[config.mk]
export PLATFORM = sky130hd
export DESIGN_NAME = alu_op_sequencer
export DESIGN_NICKNAME = d
export VERILOG_FILES = /design/src/rtl/alu_op_sequencer.sv
export SDC_FILE = /design/constraint.sdc
export NUM_CORES = 1
export LEC_CHECK = 0
export BUFFER_PORTS_ARGS = -buffer_cell sky130_fd_sc_hd__buf_2
export CAP_MARGIN = 20
export CORE_MARGIN = 2
export CORE_UTILIZATION = 40
export DETAILED_ROUTE_END_ITERATION = 6
export GPL_TIMING_DRIVEN = 0
export PLACE_DENSITY = 0.87
export SYNTH_ARGS = -nofsm -noshare
export SYNTH_HDL_FRONTEND = slang
export SYNTH_SLANG_ARGS = --single-unit
export TNS_END_PERCENT = 5
[constraint.sdc]
create_clock -name clock -period 1.8 [get_ports clock]
set_clock_uncertainty 0.1 [all_clocks]
set_input_delay 0.27 -clock clock [delete_from_list [all_inputs] [get_ports clock]]
set_output_delay 0.27 -clock clock [all_outputs]
set_load 0.02 [all_outputs]
[src/rtl/alu_op_sequencer.sv]
// alu_op_sequencer: one-at-a-time ALU command issue, result capture and timeout.
module alu_op_sequencer #(
    parameter int width   = 16,
    parameter int TIMEOUT = 4
) (
    input  logic             clock,
    input  logic             rest,
    input  logic             cmd_valid,
    output logic             cmd_ready,
    input  logic [3:0]       cmd_fun,
    input  logic [width-1:0] cmd_a,
    input  logic [width-1:0] cmd_b,
    output logic [width-1:0] A,
    output logic [width-1:0] B,
    output logic [3:0]       ALU_FUN,
    output logic             arith_enable,
    output logic             logic_enable,
    output logic             cmp_enable,
    output logic             shift_enable,
    input  logic             arith_flag,
    input  logic             logic_flag,
    input  logic             cmp_flag,
    input  logic             shift_flag,
    input  logic [width-1:0] arith_out,
    input  logic [width-1:0] logic_out,
    input  logic [width-1:0] cmp_out,
    input  logic [width-1:0] shift_out,
    output logic             res_valid,
    input  logic             res_ready,
    output logic [width-1:0] res_data,
    output logic             res_err,
    output logic [15:0]      op_count
);
    typedef enum logic [1:0] {IDLE, ISSUE, WAIT, DONE} state_t;
    localparam int CW = TIMEOUT > 1 ? $clog2(TIMEOUT) : 1;
    localparam logic [CW-1:0] CNT_LAST = CW'(TIMEOUT - 1);
    state_t           state_q, state_d;
    logic [width-1:0] a_q, a_d, b_q, b_d, res_data_q, res_data_d, sel_out;
    logic [3:0]       fun_q, fun_d, en_q, en_d;
    logic [CW-1:0]    cnt_q, cnt_d;
    logic [15:0]      op_count_q, op_count_d;
    logic             res_err_q, res_err_d, sel_flag;
    always_ff @(posedge clock) begin
        if (rest) begin
            state_q    <= IDLE;
            a_q        <= '0;
            b_q        <= '0;
            fun_q      <= '0;
            en_q       <= '0;
            cnt_q      <= '0;
            res_data_q <= '0;
            res_err_q  <= 1'b0;
            op_count_q <= '0;
        end else begin
            state_q    <= state_d;
            a_q        <= a_d;
            b_q        <= b_d;
            fun_q      <= fun_d;
            en_q       <= en_d;
            cnt_q      <= cnt_d;
            res_data_q <= res_data_d;
            res_err_q  <= res_err_d;
            op_count_q <= op_count_d;
        end
    end
    always_comb begin
        state_d    = state_q;
        a_d        = a_q;
        b_d        = b_q;
        fun_d      = fun_q;
        en_d       = '0;
        cnt_d      = cnt_q;
        res_data_d = res_data_q;
        res_err_d  = res_err_q;
        op_count_d = op_count_q;
        case (state_q)
            IDLE: if (cmd_valid) begin
                a_d     = cmd_a;
                b_d     = cmd_b;
                fun_d   = cmd_fun;
                en_d    = 4'(1) << cmd_fun[3:2];
                state_d = ISSUE;
            end
            ISSUE: begin
                cnt_d   = '0;
                state_d = WAIT;
            end
            WAIT: begin
                cnt_d = cnt_q + 1'b1;
                // only the unit selected by the latched opcode can end the wait
                if (sel_flag) begin
                    res_data_d = sel_out;
                    res_err_d  = 1'b0;
                    state_d    = DONE;
                end else if (cnt_q == CNT_LAST) begin
                    res_data_d = '0;
                    res_err_d  = 1'b1;
                    state_d    = DONE;
                end
            end
            DONE: if (res_ready) begin
                op_count_d = op_count_q + 16'd1;
                state_d    = IDLE;
            end
        endcase
    end
    always_comb begin
        cmd_ready = state_q == IDLE;
        res_valid = state_q == DONE;
        A         = a_q;
        B         = b_q;
        ALU_FUN   = fun_q;
        res_data  = res_data_q;
        res_err   = res_err_q;
        op_count  = op_count_q;
        {shift_enable, cmp_enable, logic_enable, arith_enable} = en_q;
        sel_flag  = fun_q[3] ? (fun_q[2] ? shift_flag : cmp_flag) : (fun_q[2] ? logic_flag : arith_flag);
        sel_out   = fun_q[3] ? (fun_q[2] ? shift_out : cmp_out) : (fun_q[2] ? logic_out : arith_out);
    end
endmodule

## Word-level counts from Yosys, hierarchy flattened

Cells that the tools add are included.

- Logic and storage cells: 45
- Input port bits: 108
- Register bits: 77
- Output and inout bits: 75

- Add/sub/neg operators: 2
- Shift-type cells: 1
- Reductions and logical operators: 8
- Mux-type cells: 16
- Equal/unequal tests: 7
- Bitwise gates (word level): 2

Operators with widths:

| kind | count |
|---|---|
| $mux W16 | 5 |
| $add A16 B1 Y16 const B | 1 |
| $mux W2 | 4 |
| $pmux W2 S4 | 1 |
| $eq A2 B2 Y1 const B | 3 |
| $reduce_and A2 Y1 | 3 |
| $mux W1 | 5 |
| $pmux W2 S2 | 1 |
| $reduce_bool A2 Y1 | 2 |
| $shl A1 B2 Y4 const A | 1 |
| $ne A3 B3 Y1 const B | 1 |
| $reduce_and A3 Y1 | 1 |
| $reduce_or A3 Y1 | 1 |
| $add A2 B1 Y2 const B | 1 |
| $eq A2 B1 Y1 const B | 1 |
| $logic_not A2 Y1 | 1 |
| $ne A2 B1 Y1 const B | 1 |
| $ne A2 B2 Y1 const B | 1 |
| $not A1 Y1 | 2 |

## Depth between registers and ports, before layout

- Depth in word-level cells: 4
- Gate-level depth with buffers: 7
- Gate-level depth less buffers: 6

## Worst setup path after synthesis

Ideal clock, no wire load.

- Path type: reg-to-reg
- Start: register state_q[1]
- End: register op_count_q[15], in the netlist op_count[15]
- Data required time: 1.577 ns
- Path slack: -0.236 ns
- Library setup time: 0.123 ns
- Period minus slack after synthesis: 2.036 ns
- Arrival: 1.812 ns
- Cell stages (with the launch flop): 6
- Path buffers: 0
- Path through: dfxtp_1 > ha_1 > nand3_2 > nor4_4 > nor3b_2 > mux2_1

- Longest elaborated chain between the ends: 2

Ends and longest elaborated chain:

| item | line | RTL |
|---|---|---|
| from (decl) | 37 | `state_t state_q, state_d;` |
| from (signal assigned) | 55 | `state_q <= state_d;` |
| $eq A2 B2 Y1 | -- |  |
| net res_valid | 28 | `output logic res_valid,` |
| $reduce_and A2 Y1 (no line) | -- |  |
| to (signal assigned) | 63 | `op_count_q <= op_count_d;` |
| to (decl) | 41 | `logic [15:0] op_count_q, op_count_d;` |

The timed path passes the listed nets, and every way through them passes these cells.
A chain may end at the register's enable or synchronous reset.

## Worst setup path in the final report

- Start: register state_q[1]
- End: register op_count_q[13], in the netlist op_count[13]

- Longest elaborated chain between the ends: 2

Ends and longest elaborated chain:

| item | line | RTL |
|---|---|---|
| $eq A2 B2 Y1 | 76 | `case (state_q)` |
| $reduce_and A2 Y1 (no line) | -- |  |

Every way passes these cells.

==> results.yml <==
run_status:
  status: "finished clean"
clock_tree:
  htreeDepth: 3
  ctsLongestPathBuffers: 2
  clock-root-buffer: "clkbuf_8"
  cts.sinks: 77
  clkLatencyLatePin_ns: 0.35
  cts_buffers: 9
  clk_pin_slew_worst_paths_ns: 0.08
  cts_tree: "yes"
  hold_buffers: 0
floorplanning:
  die_y_um: 96.3
  core_um2: 8260
  start_util_pct: 41.3
  fp-row-count: 33
  dieWidth_um: 96.3
  io_pins: 183
  die_area_um2: 9280
synth:
  synthesis.nets: 460
  synth.distinct_cells: 44
  synth_edf_count: 0
  ys_top_cells_by_area: "dfxtp_1, mux4_1, nand2_1"
  ys_ff_latch: 77
  synth_cells: 346
  yosysTopAreaCell: "dfxtp_1"
  synth_area_um2: 3410
  async_flop_share_pct: 0
  ys_seq_area_share_pct: 45.2
  syn_avg_cell_area_um2: 9.85
  synthFlopType: "dfxtp_1"
  yosysWarnings: 0
  synth_top_area_share_pct: 45.2
pwr:
  powerDensity_nw_per_um2: 1080
  power.total_uw: 5290
  irDropWorstVdd_uv: 540
  leakagePower_uw: 0.00228
  switching_share_pct: 32.6
  p_seq_share_pct: 38.3
  p_int_uw: 3570
  power_frac_clock_pct: 30.4
  power_frac_comb_pct: 31.3
  switchingPower_uw: 1730
finish:
  nFillCells: 763
  drive_gt1_share_pct: 44.6
  syn2layout_area_growth_pct: 43.2
  fin_util_pct: 59.1
  seqCellArea_um2: 1550
  nNetsFinal: 659
  multi_input_comb_area_um2: 1820
  antenna_cells: 0
placement:
  port_buffers: 181
  dp_hpwl_um: 7270
  gp_congestion: 0.758
run:
  cap_viol_max_count: 0
route:
  routed-via-count: 3399
  drc: 0
  wl_met2_um: 5040
  antenna_left: 0
  drt_wl_total_um: 9830
  first_pass_iters: 4
  routed_via_density: 5.20
  top_layer: "met4"
  wl_met1_um: 3910
  drtIter0Drc: 83
  met3_length_um: 710
  wl_per_cell_um: 15.0
timing:
  setup_viol: 0
  slew_viol_final: 0
  fmax_ghz: 0.568
  rsz0062_at_grt: "true"
  post-route-period-util_pct: 97.8
  final.min_clock_period_ns: 1.76
  hold_viol: 0
  maxSlewHeadroom_pct: 64.5
  worst_slew_pin_slew_ns: 0.532
worst_setup_path:
  end_kind: "flop"
  worstSetupPathType: "reg -> reg"
  cp.required_ns: 1.93
  critPathArrivalTime_ns: 1.89
  timing.rr.start: "state_q[1]"
  cp-start-kind: "flop"
  critPathLaunch: "state_q[1]"
  cp_max_fo: 5
global_routing:
  grt_pass1_vias: 3174
  grt_use_total_pct: 20.5
  grt_pass1_wl_um: 14600
  overflow: 0
  grt_max_degree: 13
  antenna_found_initial: 0
worst_hold_path:
  hold_path.class: "in -> reg"
  min_from: "cmd_fun[3]"
-- path summary, 6_finish.rpt --
| path | end | slack (ns) | cells past startpoint |
|---|---|---|---|
| worst min-delay path | en_q[1] | 0.05 | 2 |
| worst max-delay path | op_count[13] | 0.04 | 6 |
| worst min register to register | A[9] | 0.35 | 2 |
| worst max register to register | op_count[13] | 0.04 | 6 |
-- synthesized netlist by cell type (4+ instances only) --
cell type	count
xnor2_1	6
dfxtp_1	77
ha_1	6
nor2_1	15
nand3_1	6
xor2_1	4
mux4_1	15
nand2_1	82
nor3_1	5
a21oi_1	41
clkbuf_1	14
a32o_1	16
inv_1	10
-- kinds of logic (layout without fill, tap and decap cells) --
| logic type | after synthesis | after routing | share of synthesized area (%) |
|---|---|---|---|
| DFF | 77 | 77 | 45.2 |
| adders and majority gates | 6 | 6 | 2.20 |
| xor gates and xnor gates | 10 | 10 | 2.57 |
| AOI/OAI and AO/OA | 65 | 65 | 12.7 |
| muxes | 23 | 23 | 14.6 |
| buffers and inverters | 33 | 236 | 4.40 |
| and+or+nand+nor | 132 | 132 | 18.3 |
-- repair_timing --
action	in CTS	in global routing
setup buffers	0	9
setup endpoints to repair	43	41
pin swaps	0	3
resized for setup	13	21
-- worst max-delay path: stages, from the launching register on --
cell     delay (ns)
dfxtp_4        0.39
ha_4           0.17
nand3_4        0.10
nor4_4         0.33
buf_4          0.17
nand3_1        0.08
mux2_1         0.31
-- placed cells by master, fill, tap and decap left out, drive strengths merged, types with 2 or more instances in the layout --
master  Yosys  routed
a21oi      41      41
a32o       16      16
and4        2       2
buf         9     199
bufinv      0       3
clkbuf     14      23
dfxtp      77      77
ha          6       6
inv        10      10
mux2        6       6
mux4       16      16
nand2      82      82
nand3       7       7
nand4       3       3
nor2       16      16
nor2b       3       3
nor3        5       5
nor3b       2       2
nor4        4       4
nor4b       3       3
o21ai       2       2
xnor2       6       6
xor2        4       4
-- sequential cells by signal, summed over array words and instances, names as in the netlist --
signal    cells
res_data     16
ALU_FUN       4
cnt_q         2
op_count     16
A            16
res_err       1
state_q       2
B            16
en_q          4
-- cell type report --
class	count	share of cell area (%)
Sequential cell	77	31.7
Timing Repair Buffer	190	19.9
Multi-Input combinational cell	236	37.3
Inverter	10	0.769
Tap cell	105	2.69
Clock buffer	11	3.10
Clock inverter	4	1.95
Buffer	21	2.54
-- power by group through the flow --
| stage | Clock (uW) | Sequential [uW] | Combinational (uW) |
|---|---|---|---|
| 4_1_cts | 1650 | 2020 | 1620 |
| 3_3_place_gp | 0 | 2040 | 1530 |
| 2_1_floorplan | 0 | 2260 | 829 |
| 6_report | 1610 | 2030 | 1660 |
| 5_1_grt | 1720 | 2060 | 1830 |
| 3_5_place_dp | 0 | 2050 | 1580 |
-- metrics by stage --
stage / TNS, ns / worst slack [ns] / cells / hold slack (ns) / cell area (um2)
CTS: -0.0317 / -0.0317 / 646 / 0.0320 / 4740
global placement: -6.10 / -0.266 / 632 / 0.339 / 4470
detailed placement: -9.35 / -0.277 / 632 / 0.347 / 4470
floorplan: -0.0219 / -0.00209 / 346 / 0.247 / 3430
global route: -0.217 / -0.0548 / 654 / 0.0401 / 4880
finish: 0 / 0.0392 / 654 / 0.0479 / 4880
-- routing by layer --
layer | vias to the layer above | global-route usage, %
met5 | - | 0
met4 | 0 | 6.92
met3 | 14 | 5.40
met2 | 132 | 37.0
met1 | 1616 | 23.2
li1 | 1637 | -
Note: power is estimated with default switching activity, not from simulation.
